**config.mk**
```make
export PLATFORM = sky130hd
export DESIGN_NAME = rms_square_accumulator
export DESIGN_NICKNAME = d
export VERILOG_FILES = /design/src/rtl/rms_pkg.sv /design/src/rtl/rms_sat_scale.sv /design/src/rtl/rms_square_accumulator.sv
export SDC_FILE = /design/constraint.sdc
export NUM_CORES = 1
export LEC_CHECK = 0
export CORE_MARGIN = 2
export CORE_UTILIZATION = 61
export CTS_BUF_LIST = sky130_fd_sc_hd__clkbuf_2 sky130_fd_sc_hd__clkbuf_4 sky130_fd_sc_hd__clkbuf_8
export DETAILED_ROUTE_END_ITERATION = 12
export DONT_BUFFER_PORTS = 1
export HOLD_SLACK_MARGIN = 0.06
export PLACE_DENSITY = 0.79
export SLEW_MARGIN = 0
export SYNTH_ARGS = -nofsm -noshare
export SYNTH_HDL_FRONTEND = slang
export SYNTH_SLANG_ARGS = --single-unit
```
**constraint.sdc**
```tcl
create_clock -name aclk -period 4 [get_ports aclk]
set_clock_uncertainty 0.15 [all_clocks]
set_input_delay 0.8 -clock aclk [delete_from_list [all_inputs] [get_ports aclk]]
set_output_delay 0.8 -clock aclk [all_outputs]
set_load 0.1 [all_outputs]
```
**src/rtl/rms_pkg.sv**
```systemverilog
// Shared defaults and encodings for the RMS square accumulator.
// Defaults match the downstream divider's operand width.
// Output-state encoding is shared so other blocks can decode div status.
package rms_pkg;

    localparam int RMS_SAMPLE_WIDTH = 12;
    localparam int RMS_INOUT_WIDTH  = 12;
    localparam int RMS_ACC_WIDTH    = 32;
    localparam int RMS_WINDOW_WIDTH = 10;
    localparam int RMS_SUM_SHIFT    = 4;

    typedef enum logic {
        OUT_EMPTY   = 1'b0,
        OUT_PENDING = 1'b1
    } out_state_t;

endpackage

```
**src/rtl/rms_sat_scale.sv**
```systemverilog
// Right-shifts a window sum and clamps it to the largest positive out_width value.
// Latency: purely combinational, zero cycles.
// Backpressure: none; the output follows the input.
module rms_sat_scale #(
    parameter int in_width  = 32,
    parameter int out_width = 12,
    parameter int shift     = 4
) (
    input  logic [in_width-1:0]  in_dat,
    output logic [out_width-1:0] out_dat
);

    // Largest value the signed divider operand can hold, 2^(out_width-1)-1.
    localparam logic [in_width-1:0] max_val = in_width'((64'd1 << (out_width - 1)) - 64'd1);

    logic [in_width-1:0] shifted;

    assign shifted = in_dat >> shift;
    assign out_dat = (shifted > max_val) ? out_width'(max_val) : out_width'(shifted);

endmodule

```
**src/rtl/rms_square_accumulator.sv**
```systemverilog
// Squares signed samples, sums them over a programmable window and hands (sum>>shift, len) to a divider.
// Latency: div_valid rises 2 cycles after the edge that accepts the last sample of a window.
// Backpressure: div_ready consumes a pending result; a new window completing while unconsumed overwrites it and pulses overrun.
module rms_square_accumulator
    import rms_pkg::*;
#(
    parameter int sample_width = RMS_SAMPLE_WIDTH,
    parameter int inout_width  = RMS_INOUT_WIDTH,
    parameter int acc_width    = RMS_ACC_WIDTH,
    parameter int window_width = RMS_WINDOW_WIDTH,
    parameter int sum_shift    = RMS_SUM_SHIFT
) (
    input  logic                           aclk,
    input  logic                           resetn,
    input  logic                           enable,
    input  logic signed [sample_width-1:0] sample,
    input  logic                           sample_valid,
    input  logic [window_width-1:0]        window_len,
    input  logic                           div_ready,
    output logic [inout_width-1:0]         numerator,
    output logic [inout_width-1:0]         denominator,
    output logic                           div_valid,
    output logic                           overrun
);

    localparam int                      sq_width = 2 * sample_width;
    localparam logic [window_width-1:0] len_one  = window_width'(1);

    // Stage 1 signals
    logic signed [sq_width-1:0] sample_ext;
    logic signed [sq_width-1:0] sq_full;
    logic [sq_width-1:0]        sq_dat;
    logic                       sq_vld;

    // Stage 2 signals
    logic [acc_width-1:0]    acc;
    logic [acc_width:0]      acc_sum;
    logic [acc_width-1:0]    acc_next;
    logic [window_width-1:0] cnt;
    logic [window_width-1:0] len_lat;
    logic [window_width-1:0] eff_len;
    logic [window_width-1:0] cur_len;
    logic                    last_sample;
    logic [acc_width-1:0]    sum_dat;
    logic [window_width-1:0] sum_len;
    logic                    sum_vld;

    // Output stage signals
    out_state_t              state;
    out_state_t              state_nxt;
    logic                    load;
    logic                    overrun_nxt;
    logic [inout_width-1:0]  scaled;

    // Sign-extend before multiplying so the square is exact in 2*sample_width bits.
    assign sample_ext = {{sample_width{sample[sample_width-1]}}, sample};
    assign sq_full    = sample_ext * sample_ext;

    // Stage 1: register the square; enable low drops any in-flight sample.
    always_ff @(posedge aclk or negedge resetn) begin
        if (!resetn) begin
            sq_dat <= '0;
            sq_vld <= 1'b0;
        end else if (!enable) begin
            sq_vld <= 1'b0;
        end else begin
            sq_vld <= sample_valid;
            if (sample_valid) begin
                sq_dat <= $unsigned(sq_full);
            end
        end
    end

    // Window length is sampled on the first square of a window; a zero length means one.
    assign eff_len     = (window_len == '0) ? len_one : window_len;
    assign cur_len     = (cnt == '0) ? eff_len : len_lat;
    assign last_sample = (cnt == cur_len - len_one);
    assign acc_sum     = {1'b0, acc} + (acc_width + 1)'(sq_dat);
    assign acc_next    = acc_sum[acc_width] ? '1 : acc_sum[acc_width-1:0];

    // Stage 2: saturating accumulate; on the last square publish the window sum and restart.
    always_ff @(posedge aclk or negedge resetn) begin
        if (!resetn) begin
            acc     <= '0;
            cnt     <= '0;
            len_lat <= '0;
            sum_dat <= '0;
            sum_len <= '0;
            sum_vld <= 1'b0;
        end else begin
            sum_vld <= 1'b0;
            if (!enable) begin
                acc <= '0;
                cnt <= '0;
            end else if (sq_vld) begin
                if (cnt == '0) begin
                    len_lat <= eff_len;
                end
                if (last_sample) begin
                    sum_dat <= acc_next;
                    sum_len <= cur_len;
                    sum_vld <= 1'b1;
                    acc     <= '0;
                    cnt     <= '0;
                end else begin
                    acc <= acc_next;
                    cnt <= cnt + len_one;
                end
            end
        end
    end

    rms_sat_scale #(
        .in_width  (acc_width),
        .out_width (inout_width),
        .shift     (sum_shift)
    ) u_sat_scale (
        .in_dat  (sum_dat),
        .out_dat (scaled)
    );

    // Output FSM state register.
    always_ff @(posedge aclk or negedge resetn) begin
        if (!resetn) begin
            state <= OUT_EMPTY;
        end else begin
            state <= state_nxt;
        end
    end

    // Output FSM: a fresh window always wins over consumption of the old one.
    always_comb begin
        state_nxt   = state;
        load        = 1'b0;
        overrun_nxt = 1'b0;
        case (state)
            OUT_EMPTY: begin
                if (sum_vld) begin
                    state_nxt = OUT_PENDING;
                    load      = 1'b1;
                end
            end
            OUT_PENDING: begin
                if (sum_vld) begin
                    load        = 1'b1;
                    overrun_nxt = !div_ready;
                end else if (div_ready) begin
                    state_nxt = OUT_EMPTY;
                end
            end
        endcase
    end

    // Result registers only change on a load, so they hold steady while pending.
    always_ff @(posedge aclk or negedge resetn) begin
        if (!resetn) begin
            numerator   <= '0;
            denominator <= '0;
            overrun     <= 1'b0;
        end else begin
            overrun <= overrun_nxt;
            if (load) begin
                numerator   <= scaled;
                denominator <= inout_width'(sum_len);
            end
        end
    end

    assign div_valid = (state == OUT_PENDING);

endmodule

```
==> impl_results.rst <==
.. list-table::
   :header-rows: 1

   * - Metric
     - Value
   * - Routed vias
     - 9889
   * - Worst hold margin
     - -0.1196 ns
   * - Total number of nets in the final design
     - 1683
   * - Setup slack after placement
     - -1.784 ns
   * - Port-buffer cells
     - 0
   * - Final hold violations
     - 139
   * - Length of the first detailed-routing pass in iterations
     - 5
   * - CP Data Arrival Time
     - 5.35 ns
   * - Initial core utilization
     - 61.93%
   * - Synth Cell Area
     - 0.01245 mm2
   * - Highest clock rate
     - 0.1931 GHz
   * - Outcome
     - finished with violations
   * - Pwr per Cell Area
     - 879.0 mW/mm2
   * - Leading register cell type out of synthesis
     - dfrtp_1
   * - Maximum vdd ir drop
     - 631.6 uV
   * - Largest net degree at the start of global routing
     - 140
   * - Post-synth ARST share
     - 100.0%
   * - Height of the die
     - 146.9 um
   * - Commonest non-fill, non-tap cell in the layout
     - inv_1
   * - Cell at the root of the clock tree
     - clkbuf_8
   * - Placed cells
     - 1675
   * - Area of the core region
     - 0.02010 mm2
   * - # DRC
     - 0
   * - Clock insertion delay at the later pin of the skew report
     - 0.45 ns
   * - Ratio of cells with drive above 1 in the final layout
     - 25.41%
   * - RSZ-0062 raised after global routing
     - true
   * - Sequential cell area fraction in the yosys report
     - 27.94%
   * - Worst Path Max Fanout
     - 12
   * - Full die area
     - 0.02157 mm2
   * - Worst-case headroom to the max-slew limit
     - 37.32%
   * - Max-capacitance violation count
     - 0
   * - Final slew viol count
     - 0
   * - Setup TNS
     - -12.48 ns
   * - Via density
     - 5.716
   * - Wire length of the first global-routing pass
     - 48560 um
   * - Commonest cells after routing, fill and taps aside
     - inv_1, dfrtp_1, nand2_1
   * - Number of antenna violations at the first check in global routing
     - 0
   * - Top Ports
     - 53
   * - Grt total ovfl
     - 0
   * - Horiz. Die Dim
     - 146.9 um
   * - Global routing usage summed across all routing layers
     - 27.61%
   * - TritonCTS Buffers
     - 17
   * - Estimated wirelength of the detail-placed design
     - 21080 um
   * - Slew @ Worst Pin
     - 0.9402 ns
   * - Leakage power
     - 0.007338 uW
   * - Worst path required time
     - 4.17 ns
   * - Count of H-tree levels built during CTS
     - 4
   * - Number of clock sinks
     - 139
   * - Instance count of the mapped netlist
     - 1345
   * - TritonCTS clock tree
     - done
   * - Post-synthesis area per instance
     - 9.257 um2
   * - Failing checks
     - hold timing, setup timing
   * - Post-synthesis to final-layout area growth
     - 20.50%
   * - Maximum root-to-sink buffer count
     - 2
   * - Mean routed wirelength per cell
     - 17.13 um
   * - Number of global-route vias before repair
     - 10225
   * - Number of distinct library cells after synthesis
     - 69
   * - Worst Setup Slack, final
     - -1.179 ns
   * - Count of inserted antenna diode cells
     - 0
   * - Antenna Nets Post-Route
     - 0
   * - Post-Layout Cell Count
     - 1730
   * - Period utilization
     - 129.5%
   * - Flip-flop and latch count after synthesis
     - 139
   * - 1st-iter DRT viols
     - 494
   * - Number of warnings issued by yosys
     - 0
   * - Drt total wl
     - 29630 um
   * - Final critical-path required period
     - 5.179 ns
   * - Number of synthesized flops with an enable pin
     - 0
   * - Setup Viol. Count Final
     - 16
   * - Worst min-delay path category
     - primary input to asynchronous set/reset pin
   * - Rows
     - 52
   * - CP endpoint kind
     - flip-flop
   * - Final weighted congestion of routability-driven global placement
     - 0.9389
   * - Register clock-pin slew on the reported worst setup and hold paths
     - 0.09 ns
   * - Worst Setup Start Kind
     - primary input
   * - Start-to-end type of the worst setup path
     - primary input to flip-flop
[path summary, 6_finish.rpt]
path	slack (ns)	from	end	depth (start not counted)
hold / removal	-0.12	resetn	numerator[5]	0
hold reg to reg	0.33	sum_len[6]	sum_len[6]	2
setup / recovery	-1.18	sample[4]	sq_dat[23]	21
setup reg to reg	0.13	cnt[0]	sum_len[2]	15
max in group asynchronous	3.62	resetn	cnt[7]	0
min in group aclk	0.33	sum_len[6]	sum_len[6]	2
[registers in the layout (all words and copies together), names as in the netlist]
register     cells
acc             32
cnt             10
denominator     10
div_valid        1
len_lat         10
numerator       12
overrun          1
sq_dat          23
sq_vld           1
sum_dat         28
sum_len         10
sum_vld          1
[Yosys cell counts (3+ instances only)]
cell / instances / area share, %
and3_1: 10 / 0.50
a21oi_1: 43 / 1.7
nor2b_1: 7 / 0.35
o22a_1: 14 / 0.98
nand2_1: 137 / 4.1
o211ai_1: 4 / 0.24
o2bb2ai_1: 3 / 0.21
o21a_1: 5 / 0.30
or2_2: 7 / 0.35
a211oi_1: 8 / 0.48
nor3_1: 17 / 0.68
nor2_1: 70 / 2.1
a31oi_1: 14 / 0.70
o21bai_1: 4 / 0.24
a22o_1: 3 / 0.21
nor4b_1: 4 / 0.28
buf_4: 3 / 0.18
xor2_1: 20 / 1.4
or4_1: 5 / 0.30
mux2_2: 24 / 2.2
a21o_1: 17 / 1.0
dfrtp_1: 139 / 28
o21ai_0: 102 / 4.1
buf_2: 7 / 0.28
ha_1: 84 / 8.4
a31o_2: 4 / 0.28
o31ai_1: 6 / 0.36
clkbuf_1: 39 / 1.2
nand3_1: 18 / 0.72
nand4_1: 10 / 0.50
nor4_1: 8 / 0.40
o22ai_1: 3 / 0.15
inv_1: 221 / 6.7
fa_1: 125 / 20
xnor2_1: 38 / 2.7
nor3b_1: 7 / 0.42
mux2i_1: 15 / 1.2
or3_1: 7 / 0.35
nand2b_1: 11 / 0.55
and2_1: 42 / 2.1
[worst max-delay path: stages]
cell	delay [ns]
clkinvlp_4	0.12
nor2_4	0.18
inv_2	0.06
fa_2	0.55
inv_2	0.04
fa_2	0.34
fa_2	0.45
fa_1	0.50
inv_1	0.05
fa_1	0.47
inv_1	0.04
ha_2	0.16
a21o_1	0.17
a21o_1	0.18
a21o_1	0.17
a21oi_2	0.16
nor2b_4	0.18
o21ai_4	0.08
a2111oi_4	0.38
or4_1	0.17
nand3_1	0.07
[metal layers]
layer | track usage (%) | vias to the layer above | share of wire [%]
met1 | 37.00 | 4949 | 44
met5 | 0 | - | 0
met3 | 3.665 | 53 | 4.4
met2 | 47.39 | 266 | 50
met4 | 8.204 | 0 | 2.0
li1 | - | 4621 | -
[cell type report]
cell class / count / area, um2
timing repair buffer: 132 / 1129
multi-input combinational: 934 / 8800
inverter: 223 / 855.8
clock buffer: 18 / 241.5
fill: 1329 / 5101
sequential: 139 / 3478
tap: 270 / 337.8
clock inverter: 14 / 161.4
[repair_timing]
item / 4_1_cts / 5_1_grt
pin swaps: 73 / 55
setup endpoints to repair: 20 / 72
gates cloned: 0 / 3
setup buffers: 36 / 19
hold endpoints to repair: 139 / 139
gates resized for setup: 90 / 83
[where the power goes]
group / switching, uW / internal [uW] / total, uW
sequential: 197 / 1600 / 1800
combinational: 5100 / 5110 / 10200
clock: 601 / 575 / 1180
total: 5900 / 7290 / 13200
[per-stage QoR]
| stage | util, % | total power [uW] | instance area (um2) |
|---|---|---|---|
| floorplan | - | 6927 | 12930 |
| global placement | 68.35 | 8899 | 13740 |
| detailed placement | 68.35 | 9188 | 13740 |
| CTS | 72.66 | 11940 | 14610 |
| global route | 74.63 | 14200 | 15000 |
| finish | 74.63 | 13190 | 15000 |
[cells by family (layout without fill, tap and decap cells)]
kind of cell | count (synthesis) | after routing | synth area share [%]
mux | 39 | 39 | 3.377
fa+ha+maj | 209 | 209 | 28.54
other cells | 1 | 2 | 0.03012
buf+inv | 274 | 387 | 8.492
compound gates | 256 | 256 | 12.94
xor+xnor | 58 | 58 | 4.080
flops | 139 | 139 | 27.94
simple gates | 369 | 370 | 14.60
No activity file was read; power rests on OpenSTA's default activity.
